--- src/rtl/ras_checkpoint_manager.sv ---
// Purpose: sequences RAS push/pop from dispatch and keeps a ring of speculation checkpoints (sp/count snapshots).
// Latency: push/pop/alloc are combinational (0 cycles); the restore pulse follows a mispredict by one cycle.
// Backpressure: dispatch_stall during RESTORE, on a same-cycle mispredict, or when a checkpoint is needed and none is free.
//
// Ports: dispatch hints (dispatch_valid, branch, jump, jalr, jalr_fold, rs1_index, rd_index) in;
//        dispatch_stall, ras_push, ras_pop, alloc_valid/alloc_tag out;
//        resolve_valid/resolve_tag/resolve_mispredict in; ras_restore(+sp/count) out;
//        sp_shadow/count_shadow mirror the speculative RAS state; n_free counts free slots.
module ras_checkpoint_manager #(
    parameter int STACK_SIZE    = 16,
    parameter int N_CHECKPOINTS = 4,
    localparam int SPW = $clog2(STACK_SIZE),
    localparam int TW  = $clog2(N_CHECKPOINTS)
) (
    input  logic           clk,
    input  logic           reset,
    input  logic           dispatch_valid,
    input  logic           branch,
    input  logic           jump,
    input  logic           jalr,
    input  logic           jalr_fold,
    input  logic [4:0]     rs1_index,
    input  logic [4:0]     rd_index,
    output logic           dispatch_stall,
    output logic           ras_push,
    output logic           ras_pop,
    output logic           alloc_valid,
    output logic [TW-1:0]  alloc_tag,
    input  logic           resolve_valid,
    input  logic [TW-1:0]  resolve_tag,
    input  logic           resolve_mispredict,
    output logic           ras_restore,
    output logic [SPW-1:0] ras_restore_sp,
    output logic [SPW:0]   ras_restore_count,
    output logic [SPW-1:0] sp_shadow,
    output logic [SPW:0]   count_shadow,
    output logic [TW:0]    n_free
);
    localparam int TW1 = TW + 1;
    localparam int CW  = SPW + 1;
    localparam logic [TW:0]  N_SLOTS = TW1'(N_CHECKPOINTS);
    localparam logic [SPW:0] CNT_MAX = CW'(STACK_SIZE);

    typedef enum logic {RUN, RESTORE} state_t;
    state_t state, state_next;

    logic [TW-1:0]  head, tail, head_nx, res_off;
    logic [TW:0]    in_use;
    logic [N_CHECKPOINTS-1:0] done;
    logic [SPW-1:0] snap_sp  [N_CHECKPOINTS];
    logic [SPW:0]   snap_cnt [N_CHECKPOINTS];

    logic rd_link, rs1_link, push_req, pop_req, ckpt_req, accept;
    logic res_live, mp_hit, ok_hit, head_adv;
    logic [SPW-1:0] sp_upd;
    logic [SPW:0]   cnt_upd;

    // A tag is live when its distance from head falls inside the occupied window.
    assign res_off  = resolve_tag - head;
    assign res_live = ({1'b0, res_off} < in_use);
    assign mp_hit   = resolve_valid && resolve_mispredict && res_live;
    assign ok_hit   = resolve_valid && !resolve_mispredict && res_live;
    assign n_free   = N_SLOTS - in_use;
    assign ras_restore = (state == RESTORE);

    // Never retire the slot that is being rolled back in the same cycle.
    assign head_adv = (in_use != '0) && done[head] && !(mp_hit && (resolve_tag == head));
    assign head_nx  = head + TW'(head_adv);

    always_comb begin
        rd_link        = (rd_index == 5'd1) || (rd_index == 5'd5);
        rs1_link       = (rs1_index == 5'd1) || (rs1_index == 5'd5);
        push_req       = jump && rd_link;
        pop_req        = jump && jalr && rs1_link && (!rd_link || (rd_index != rs1_index));
        ckpt_req       = branch || (jump && jalr && !jalr_fold);
        dispatch_stall = dispatch_valid && ((state == RESTORE) ||
                         (resolve_valid && resolve_mispredict) ||
                         (ckpt_req && (n_free == '0)));
        accept         = dispatch_valid && !dispatch_stall;
        ras_push       = push_req && accept;
        ras_pop        = pop_req && accept;
        alloc_valid    = ckpt_req && accept;
        alloc_tag      = tail;
        sp_upd         = sp_shadow;
        cnt_upd        = count_shadow;
        // Mirror of the RAS pointer arithmetic; pointer wraps, count saturates.
        if (push_req && pop_req) begin
            if (count_shadow == '0) cnt_upd = CW'(1);
        end else if (pop_req) begin
            sp_upd = sp_shadow - SPW'(1);
            if (count_shadow != '0) cnt_upd = count_shadow - CW'(1);
        end else if (push_req) begin
            sp_upd = sp_shadow + SPW'(1);
            if (count_shadow != CNT_MAX) cnt_upd = count_shadow + CW'(1);
        end
    end

    always_comb begin
        state_next = RUN;
        if (mp_hit) state_next = RESTORE;
    end

    always_ff @(posedge clk or posedge reset) begin
        if (reset) state <= RUN;
        else       state <= state_next;
    end

    always_ff @(posedge clk or posedge reset) begin
        if (reset) begin
            head              <= '0;
            tail              <= '0;
            in_use            <= '0;
            done              <= '0;
            sp_shadow         <= '0;
            count_shadow      <= '0;
            ras_restore_sp    <= '0;
            ras_restore_count <= '0;
            for (int i = 0; i < N_CHECKPOINTS; i++) begin
                snap_sp[i]  <= '0;
                snap_cnt[i] <= '0;
            end
        end else begin
            head <= head_nx;
            if (ok_hit) done[resolve_tag] <= 1'b1;
            if (accept) begin
                sp_shadow    <= sp_upd;
                count_shadow <= cnt_upd;
            end
            if (alloc_valid) begin
                // Snapshot includes this instruction's own push/pop.
                snap_sp[tail]  <= sp_upd;
                snap_cnt[tail] <= cnt_upd;
                done[tail]     <= 1'b0;
            end
            if (mp_hit) begin
                tail              <= resolve_tag;
                in_use            <= {1'b0, resolve_tag - head_nx};
                sp_shadow         <= snap_sp[resolve_tag];
                count_shadow      <= snap_cnt[resolve_tag];
                ras_restore_sp    <= snap_sp[resolve_tag];
                ras_restore_count <= snap_cnt[resolve_tag];
            end else begin
                tail   <= tail + TW'(alloc_valid);
                in_use <= in_use + TW1'(alloc_valid) - TW1'(head_adv);
            end
        end
    end
endmodule

--- config.mk ---
export PLATFORM = sky130hd
export DESIGN_NAME = ras_checkpoint_manager
export DESIGN_NICKNAME = d
export VERILOG_FILES = /design/src/rtl/ras_checkpoint_manager.sv
export SDC_FILE = /design/constraint.sdc
export NUM_CORES = 1
export LEC_CHECK = 0
export BUFFER_PORTS_ARGS = -buffer_cell sky130_fd_sc_hd__buf_2
export CAP_MARGIN = 20
export CELL_PAD_IN_SITES_DETAIL_PLACEMENT = 1
export CELL_PAD_IN_SITES_GLOBAL_PLACEMENT = 1
export CORE_MARGIN = 2
export CORE_UTILIZATION = 45
export DETAILED_ROUTE_END_ITERATION = 10
export MAX_ROUTING_LAYER = met4
export PLACE_DENSITY = 0.88
export SLEW_MARGIN = 20
export SYNTH_ARGS = -nofsm -noshare
export SYNTH_HDL_FRONTEND = slang
export SYNTH_SLANG_ARGS = --single-unit
--- constraint.sdc ---
create_clock -name clk -period 4.4 [get_ports clk]
set_input_delay 0.22 -clock clk [delete_from_list [all_inputs] [get_ports clk]]
set_output_delay 0.22 -clock clk [all_outputs]
set_load 0.01 [all_outputs]
# After elaboration in Yosys (flattened, before gate mapping)
# Index checks and enable logic that the tools add are counted.
# op_classes
add_sub_neg	11
n_mul	0
n_div	0
n_lt_le_gt_ge	9
n_eq_ne	7
shifts	0
mux	36
bitwise	5
reduce_logical	38
# ops
operator	n
$mux 5	11
$mux 4	10
$logic_and 1x1->1	22
$bwmux 20	1
$bwmux 16	1
$bmux 5 s2	1
$demux 5 s2	1
$eq 5x1->1 const B	2
$eq 5x3->1 const B	2
$lt 2x3->1 const B	3
$bmux 4 s2	1
$demux 4 s2	1
$ge 3x3->1 const B	2
$logic_or 1x1->1	6
$not 2->3	2
$add 5x1->5 const B	1
$logic_not 1->1	5
$logic_not 5->1	1
$ne 5x5->1	1
$ne 5x5->1 const B	1
$reduce_bool 5->1	1
$sub 5x1->5 const B	1
$add 2x1->2	2
$add 4x1->4 const B	1
20 further kinds	26
# totals
register_bits	66
latch_bits	0
ram_bits	0
romBits	0
inputBits	21
output_inout_bits	28
elab_cells	123
n_memories	0

# Longest topological paths before layout
# Gate-level depths: netlist of the first run.
# logic_depth
ltp_word	12
depth_mapped	16
depth_no_buf	15

# Worst setup path before layout of the first run
# Ideal clock, no wire load.
# synth_timing
path_kind	input to register
start	input port resolve_tag[1]
end	register in_use[1]
setup_time_ps	135
arrival_ps	3543
required_ps	4265
slack_ps	721
cell_stages	16
n_path_buf	2
path_cell_list	clkbuf_1 -> clkbuf_1 -> xnor2_1 -> xnor2_1 -> ha_1 -> a21boi_0 -> o21ai_1 -> nand2_1 -> inv_1 -> a311oi_1 -> ha_1 -> inv_1 -> ha_1 -> fa_1 -> nand2_1 -> o21ai_0
# synth_via
elab_chain_cells	9
elab_cells_between_ends	11
classes_between	add/sub: 4; order compare: 1; eq/ne: 1; mux: 1; reduce/logical: 4
# synth_lines
element	line	text
start, declared	30	input logic [TW-1:0] resolve_tag,
$sub 2x2->2 (*)	59	assign res_off = resolve_tag - head;
$lt 2x3->1 (*)	60	assign res_live = ({1'b0, res_off} < in_use);
$logic_and 1x1->1 (*)	61	assign mp_hit = resolve_valid && resolve_mispredict && res_live;
via mp_hit	54	logic res_live, mp_hit, ok_hit, head_adv;
$logic_and 1x1->1	67	assign head_adv = (in_use != '0) && done[head] && !(mp_hit && (resolve_tag == head));
$logic_not 1->1	67	
$logic_and 1x1->1	67	
$add 2x1->2	68	assign head_nx = head + TW'(head_adv);
$sub 2x2->2	137	in_use <= {1'b0, resolve_tag - head_nx};
$mux 3 (*)	135	if (mp_hit) begin
end signal, assigned	137	
end signal, assigned	144	in_use <= in_use + TW1'(alloc_valid) - TW1'(head_adv);
end, declared	48	logic [TW:0] in_use;
# The timed path passes the listed nets; every way through them passes the cells marked *.
# A chain may end at the register's enable or synchronous reset.

# Worst setup path in the final report of the first run
# layout_timing
start	register head[1]
end	register in_use[1]
# layout_via
elab_chain_cells	9
elab_cells_between_ends	14
classes_between	add/sub: 4; order compare: 1; eq/ne: 1; mux: 3; reduce/logical: 5
# layout_lines
element	line	text
start, declared	47	logic [TW-1:0] head, tail, head_nx, res_off;
start signal, assigned	123	head <= head_nx;
$sub 2x2->2 (*)	59	
$lt 2x3->1 (*)	60	
$logic_and 1x1->1 (*)	61	
via mp_hit	54	
$logic_and 1x1->1	67	
$logic_not 1->1	67	
$logic_and 1x1->1	67	
$add 2x1->2	68	
$sub 2x2->2	137	
$mux 3 (*)	135	
# The timed path passes the listed nets; every way through them passes the cells marked *. The select of a mux whose other input is x is not followed.

==> results_dict.tcl, run 1 <==
set metrics [dict create \
    status "complete, no violations" \
    finClkSkew_ns 0.0112 \
    crit_arrival_ns 3.91 \
    post-route-period-util 0.838 \
    whs_ns 0.109 \
    synthCells 345 \
    clkSinkCount 66 \
    crit_path_end_kind "flop" \
    synth_edf_count 0 \
    die_area_sq_mm 0.00912 \
    setup_violations 0 \
    dp_hpwl_mm 7.52 \
    firstDrtPassIters 4 \
    finalHoldViolCount 0 \
    cts_tree "done" \
    clk_pin_slew_ns 0.06 \
    critPathKind "reg -> reg" \
    required_ns 4.62 \
    avgSynthCellArea_sq_um 10.9 \
    grt_start_max_net_pins 67 \
    cts_buffer_depth 2 \
    grt_usage 0.247 \
    grt-ovfl-total 0 \
    cts_resized 0 \
    reg2reg_slack_ns 0.71 \
    row_count 33 \
    wl_mm 10.2 \
    coreArea_sq_mm 0.00818 \
    timing.setup.tns_ns 0 \
    slew_headroom 0.406 \
    fillers 897 \
    clock-root-buffer "clkbuf_8" \
    n_antenna_cell 0 \
    htree_levels 3 \
    period_minus_slack_ns 3.69 \
    ys_async_sr_fraction 1.00 \
    ys.flop_type "dfrtp_1" \
    fin_util 0.528 \
    cts_buffers 9 \
    die_h_um 95.5 \
    min_path_type "in -> async" \
    vias 2999 \
    postRouteAntennaNets 0 \
    nNetsFinal 428 \
    p_per_area_mw_per_mm2 704 \
    drc 0 \
    startpoint_type "flop" \
    synth_seq_cells 66 \
    worst_slew_pin_slew_ns 0.892 \
    synth_nets 382 \
    layoutNonFillerInstCount 501 \
    grt_pass1_vias 3235 \
    antenna_found_initial 0 \
    synth_cell_type_count 63 \
    dpl.cell_count 485 \
    drv_cap 0 \
    grt_pass1_wl_mm 16.5 \
    rsz0062_at_grt "no" \
    place_congestion 0.828 \
    area_growth_pct 14.5 \
    drv_slew 0 \
    vias_per_cell 5.99 \
    ir_drop_v 0.000201 \
    drive_gt1_frac 0.278 \
    die_w_um 95.5 \
    clk_latency_ns 0.35 \
    ios 49 \
    wl_per_cell_um 20.4 \
    cellLeakagePower_nw 2.08 \
    netlist_area_sq_mm 0.00377 \
    drt_iter0_drc 177 \
    start_util 0.461 \
    cts_hold_buf 0 \
    dpl_cell_area_sq_mm 0.00409 \
    cts_setup_buffers 0 \
    fmax_ghz 0.271 \
    ys_warn_count 0 \
    port_buffers 48 \
    fin_area_sq_mm 0.00431 \
    yosysSeqAreaShare 0.438 \
    worstPathMaxFanout 10 \
]
==> cell type report <==
class / count / area, sq um / share of cell area
clock inverters: 6 / 80.1 / 0.0186
multi-input cells: 238 / 1950 / 0.452
clock buffers: 10 / 138 / 0.0319
repair buffers: 53 / 278 / 0.0644
inverters: 23 / 86.3 / 0.0200
well taps: 105 / 131 / 0.0305
flip-flops and latches: 66 / 1650 / 0.383
==> kinds of logic after synthesis <==
kind of cell               synth area share
AOI/OAI and AO/OA                     0.170
adders and majority gates            0.0551
xor gates and xnor gates             0.0409
and+or+nand+nor                       0.128
DFF                                   0.438
buffers and inverters                0.0475
muxes                                 0.121
==> layer usage <==
metal | vias up | wire length, um | GRT usage
li1 | 1349 | - | -
met1 | 1559 | 4390 | 0.309
met2 | 68 | 5180 | 0.405
met3 | 23 | 381 | 0.0316
met4 | 0 | 265 | 0.110
met5 | - | 0 | -
==> sequential cells by signal, indices dropped and copies added (netlist names), 3 cells and up <==
register and flops:
ras_restore_count 5, count_shadow 5, ras_restore_sp 4, sp_shadow 4, in_use 3, snap_sp 16
snap_cnt 20, done 4
==> worst paths after layout <==
check / start / end / depth (start not counted)
min reg2reg: ras_restore_count[3] / ras_restore_count[3] / 1
min in group clk: resolve_tag[1] / alloc_tag[1] / 3
min: reset / in_use[0] / 3
max reg2reg: head[1] / in_use[1] / 14
max: head[1] / in_use[1] / 14
max in group asynchronous: reset / snap_cnt[15] / 3
==> worst max-delay path: stages, from the launching register on <==
cell      delay [ns]
dfrtp_1         0.42
xnor2_1         0.33
xnor2_1         0.11
ha_1            0.27
a21boi_0        0.28
o21ai_1         0.26
nand2_1         0.18
inv_1           0.12
a311oi_1        0.46
ha_1            0.33
inv_1           0.07
ha_1            0.15
fa_1            0.42
nand2_1         0.07
o21ai_0         0.08
==> through the flow <==
step,power [mW],setup WS (ns)
global route,3.25,0.518
finish,3.04,0.711
CTS,3.04,0.728
global placement,2.32,0.870
floorplan,2.00,0.721
detailed placement,2.48,0.501
==> cells in the final DEF, fill, tap and decap left out, types with 6 or more instances in the layout <==
cell type   n
a21oi_1    22
clkbuf_8   10
mux2_2     16
and3_1      9
ha_1       15
mux2i_1     6
buf_2      48
nor2_1     23
o21ai_0    11
mux4_2      9
dfrtp_1    66
a21o_1      8
o21ai_1     7
nand2_1    22
inv_1      21
o211ai_1    6
xnor2_1    10
==> synth_stat cells (all sizes together) (3+ instances only) <==
master	n	area, sq um
o21ai	18	90.1
nand4	4	25.0
ha	15	188
or3	3	18.8
nor3	5	36.3
a21oi	23	119
nand2b	3	26.3
xnor2	12	120
mux4	9	203
a311oi	3	43.8
nand2	22	82.6
and3	9	56.3
a21o	8	60.1
buf	8	55.1
mux2	17	191
dfrtp	66	1650
nand3	5	25.0
xor2	3	33.8
clkbuf	10	37.5
a31oi	4	25.0
nor2	23	86.3
a221o	5	50.1
mux2i	6	60.1
and2	3	18.8
o211ai	6	45.0
inv	22	82.6
==> report_power, final <==
group / switching [mW] / leakage [nW] / total, mW / internal (mW)
logic: 0.780 / 1.11 / 1.39 / 0.605
registers: 0.221 / 0.851 / 1.09 / 0.870
clock network: 0.229 / 0.116 / 0.559 / 0.330
(Power assumes the default switching activity.)
==> run 2, diff against run 1 <==
CORE_UTILIZATION = 41   (was 45)
PLACE_DENSITY = 0.84   (was 0.88)
clock period = 3.2 ns   (was 4.4 ns; I/O delays follow)
==> run 2 against run 1 <==
  * Clock skew increased by 0.0043 ns
  * First-iteration DRC count decreased by 21%
  * Hold slack got worse by 0.10 ns
==> results_dict.tcl, run 2 (synthesis results as in run 1) <==
set metrics [dict create \
    area_growth_pct 17.3 \
    crit_path_end_kind "flop" \
    slew_headroom 0.368 \
    die_w_um 99.9 \
    fmax_ghz 0.328 \
    p_clk_frac 0.198 \
    critPathKind "reg -> reg" \
    worst_slew_pin_slew_ns 0.946 \
    p_per_area_mw_per_mm2 985 \
    internal_power_mw 2.61 \
    cts_buffers 9 \
    grt_pass1_wl_mm 16.8 \
    firstDrtPassIters 4 \
    worstPathMaxFanout 5 \
    fin_area_sq_mm 0.00442 \
    cellLeakagePower_nw 2.12 \
    switching_share 0.400 \
    row_count 34 \
    vias 2981 \
    layout_commonest_cell "dfrtp_1" \
    drive_gt1_frac 0.304 \
    coreArea_sq_mm 0.00881 \
    wl_mm 10.3 \
    finalHoldViolCount 0 \
    required_ns 3.43 \
    crit_arrival_ns 3.28 \
    ios 49 \
    p_sw_mw 1.74 \
    post-route-period-util 0.953 \
    rsz0062_at_grt "no" \
    min_path_type "in -> async" \
    setup_violations 0 \
    start_util 0.428 \
    startpoint_type "flop" \
    htree_levels 3 \
    port_buffers 48 \
    clkSinkCount 66 \
    period_minus_slack_ns 3.05 \
    drt_iter0_drc 139 \
    grt_usage 0.225 \
    grt_start_max_net_pins 45 \
    ir_drop_v 0.000365 \
    drv_cap 0 \
    regMostFlops "snap_cnt" \
    drc 0 \
    status "complete, no violations" \
    clock-root-buffer "clkbuf_8" \
    cts_tree "done" \
    drv_slew 0 \
    p_seq_frac 0.344 \
    clk_pin_slew_ns 0.08 \
    largest_reg_flops 20 \
    dpl_cell_area_sq_mm 0.00416 \
    timing.setup.tns_ns 0 \
    antenna_found_initial 0 \
    dp_hpwl_mm 7.43 \
    die_h_um 99.9 \
    place_congestion 0.862 \
    grt_pass1_vias 3277 \
    grt-ovfl-total 0 \
    n_antenna_cell 0 \
    cts_buffer_depth 2 \
    wl_per_cell_um 20.2 \
    clk_latency_ns 0.35 \
    nNetsFinal 436 \
    die_area_sq_mm 0.00997 \
    finClkSkew_ns 0.0155 \
    vias_per_cell 5.82 \
    final_cell_mix "dfrtp_1, buf_2, nor2_1, a21oi_1, nand2_1" \
    postRouteAntennaNets 0 \
    reg.largest.list "snap_cnt: 20 flops, snap_sp: 16 flops" \
    comb_power_share 0.458 \
]
[run 2: stage by stage]
stage | power [mW] | cells | utilization | setup WS [ns] | hold slack, ns
floorplan | 2.77 | 345 | - | 0.0143 | 0.445
global placement | 3.27 | 495 | 0.472 | 0.155 | 0.405
detailed placement | 3.44 | 495 | 0.472 | -0.170 | 0.427
CTS | 4.36 | 511 | 0.501 | 0.0758 | 0.0511
global route | 4.66 | 512 | 0.502 | 0.0122 | 0.0805
finish | 4.35 | 512 | 0.502 | 0.151 | 0.00844
[run 2: layer usage]
metal  global-route usage  vias to the layer above  part of all wire
met5                    -                        -                 0
met4               0.0917                        0             0.024
met3               0.0404                       19             0.039
met2                0.384                       70              0.52
met1                0.264                     1531              0.42
li1                     -                     1361                 -
[run 2: area by class of cell]
class | instances | area (sq um)
Inverter | 23 | 86.3
Sequential cell | 66 | 1650
Clock inverter | 6 | 115
Timing Repair Buffer | 61 | 338
Clock buffer | 10 | 128
Multi-Input combinational cell | 238 | 1970
Tap cell | 108 | 135
Fill cell | 978 | 4390
[run 2: power by group through the flow]
stage	combinational (mW)	clock [mW]	sequential (mW)
after global placement	1.80	0	1.47
final	2.00	0.862	1.50
after floorplan	1.32	0	1.45
after global routing	2.22	0.903	1.54
after CTS	2.00	0.867	1.50
after detailed placement	1.94	0	1.50
[run 2: worst paths after layout]
| path | from | to | slack [ns] | depth (start not counted) |
|---|---|---|---|---|
| worst max-delay path | head[0] | in_use[1] | 0.15 | 14 |
| min in group clk | resolve_tag[0] | alloc_tag[0] | 0.24 | 4 |
| worst min-delay path | reset | in_use[0] | 0.008 | 2 |
| worst min register to register | ras_restore_sp[3] | ras_restore_sp[3] | 0.47 | 1 |
| worst max register to register | head[0] | in_use[1] | 0.15 | 14 |
| max in group asynchronous | reset | snap_cnt[17] | 2.31 | 3 |
[run 2: what timing repair did]
| item | 4_1_cts | 5_1_grt |
|---|---|---|
| hold buffers | 0 | 0 |
| pin swaps | 0 | 1 |
| buffers inserted | 0 | 1 |
| endpoints found under the setup margin | 2 | 2 |
| gates resized for setup | 3 | 1 |
| endpoints found under the hold margin | 0 | 0 |
[run 2: critical path, cell delays in order, from the launching register on]
cell and delay (ns):
dfrtp_1 0.43, ha_1 0.22, xnor2_1 0.14, ha_1 0.27, a21boi_2 0.20, o21ai_2 0.10
nand2_2 0.10, inv_2 0.08, a311oi_2 0.33, ha_1 0.29, inv_1 0.05, ha_1 0.14
fa_1 0.40, nand2_1 0.09, o21ai_0 0.09
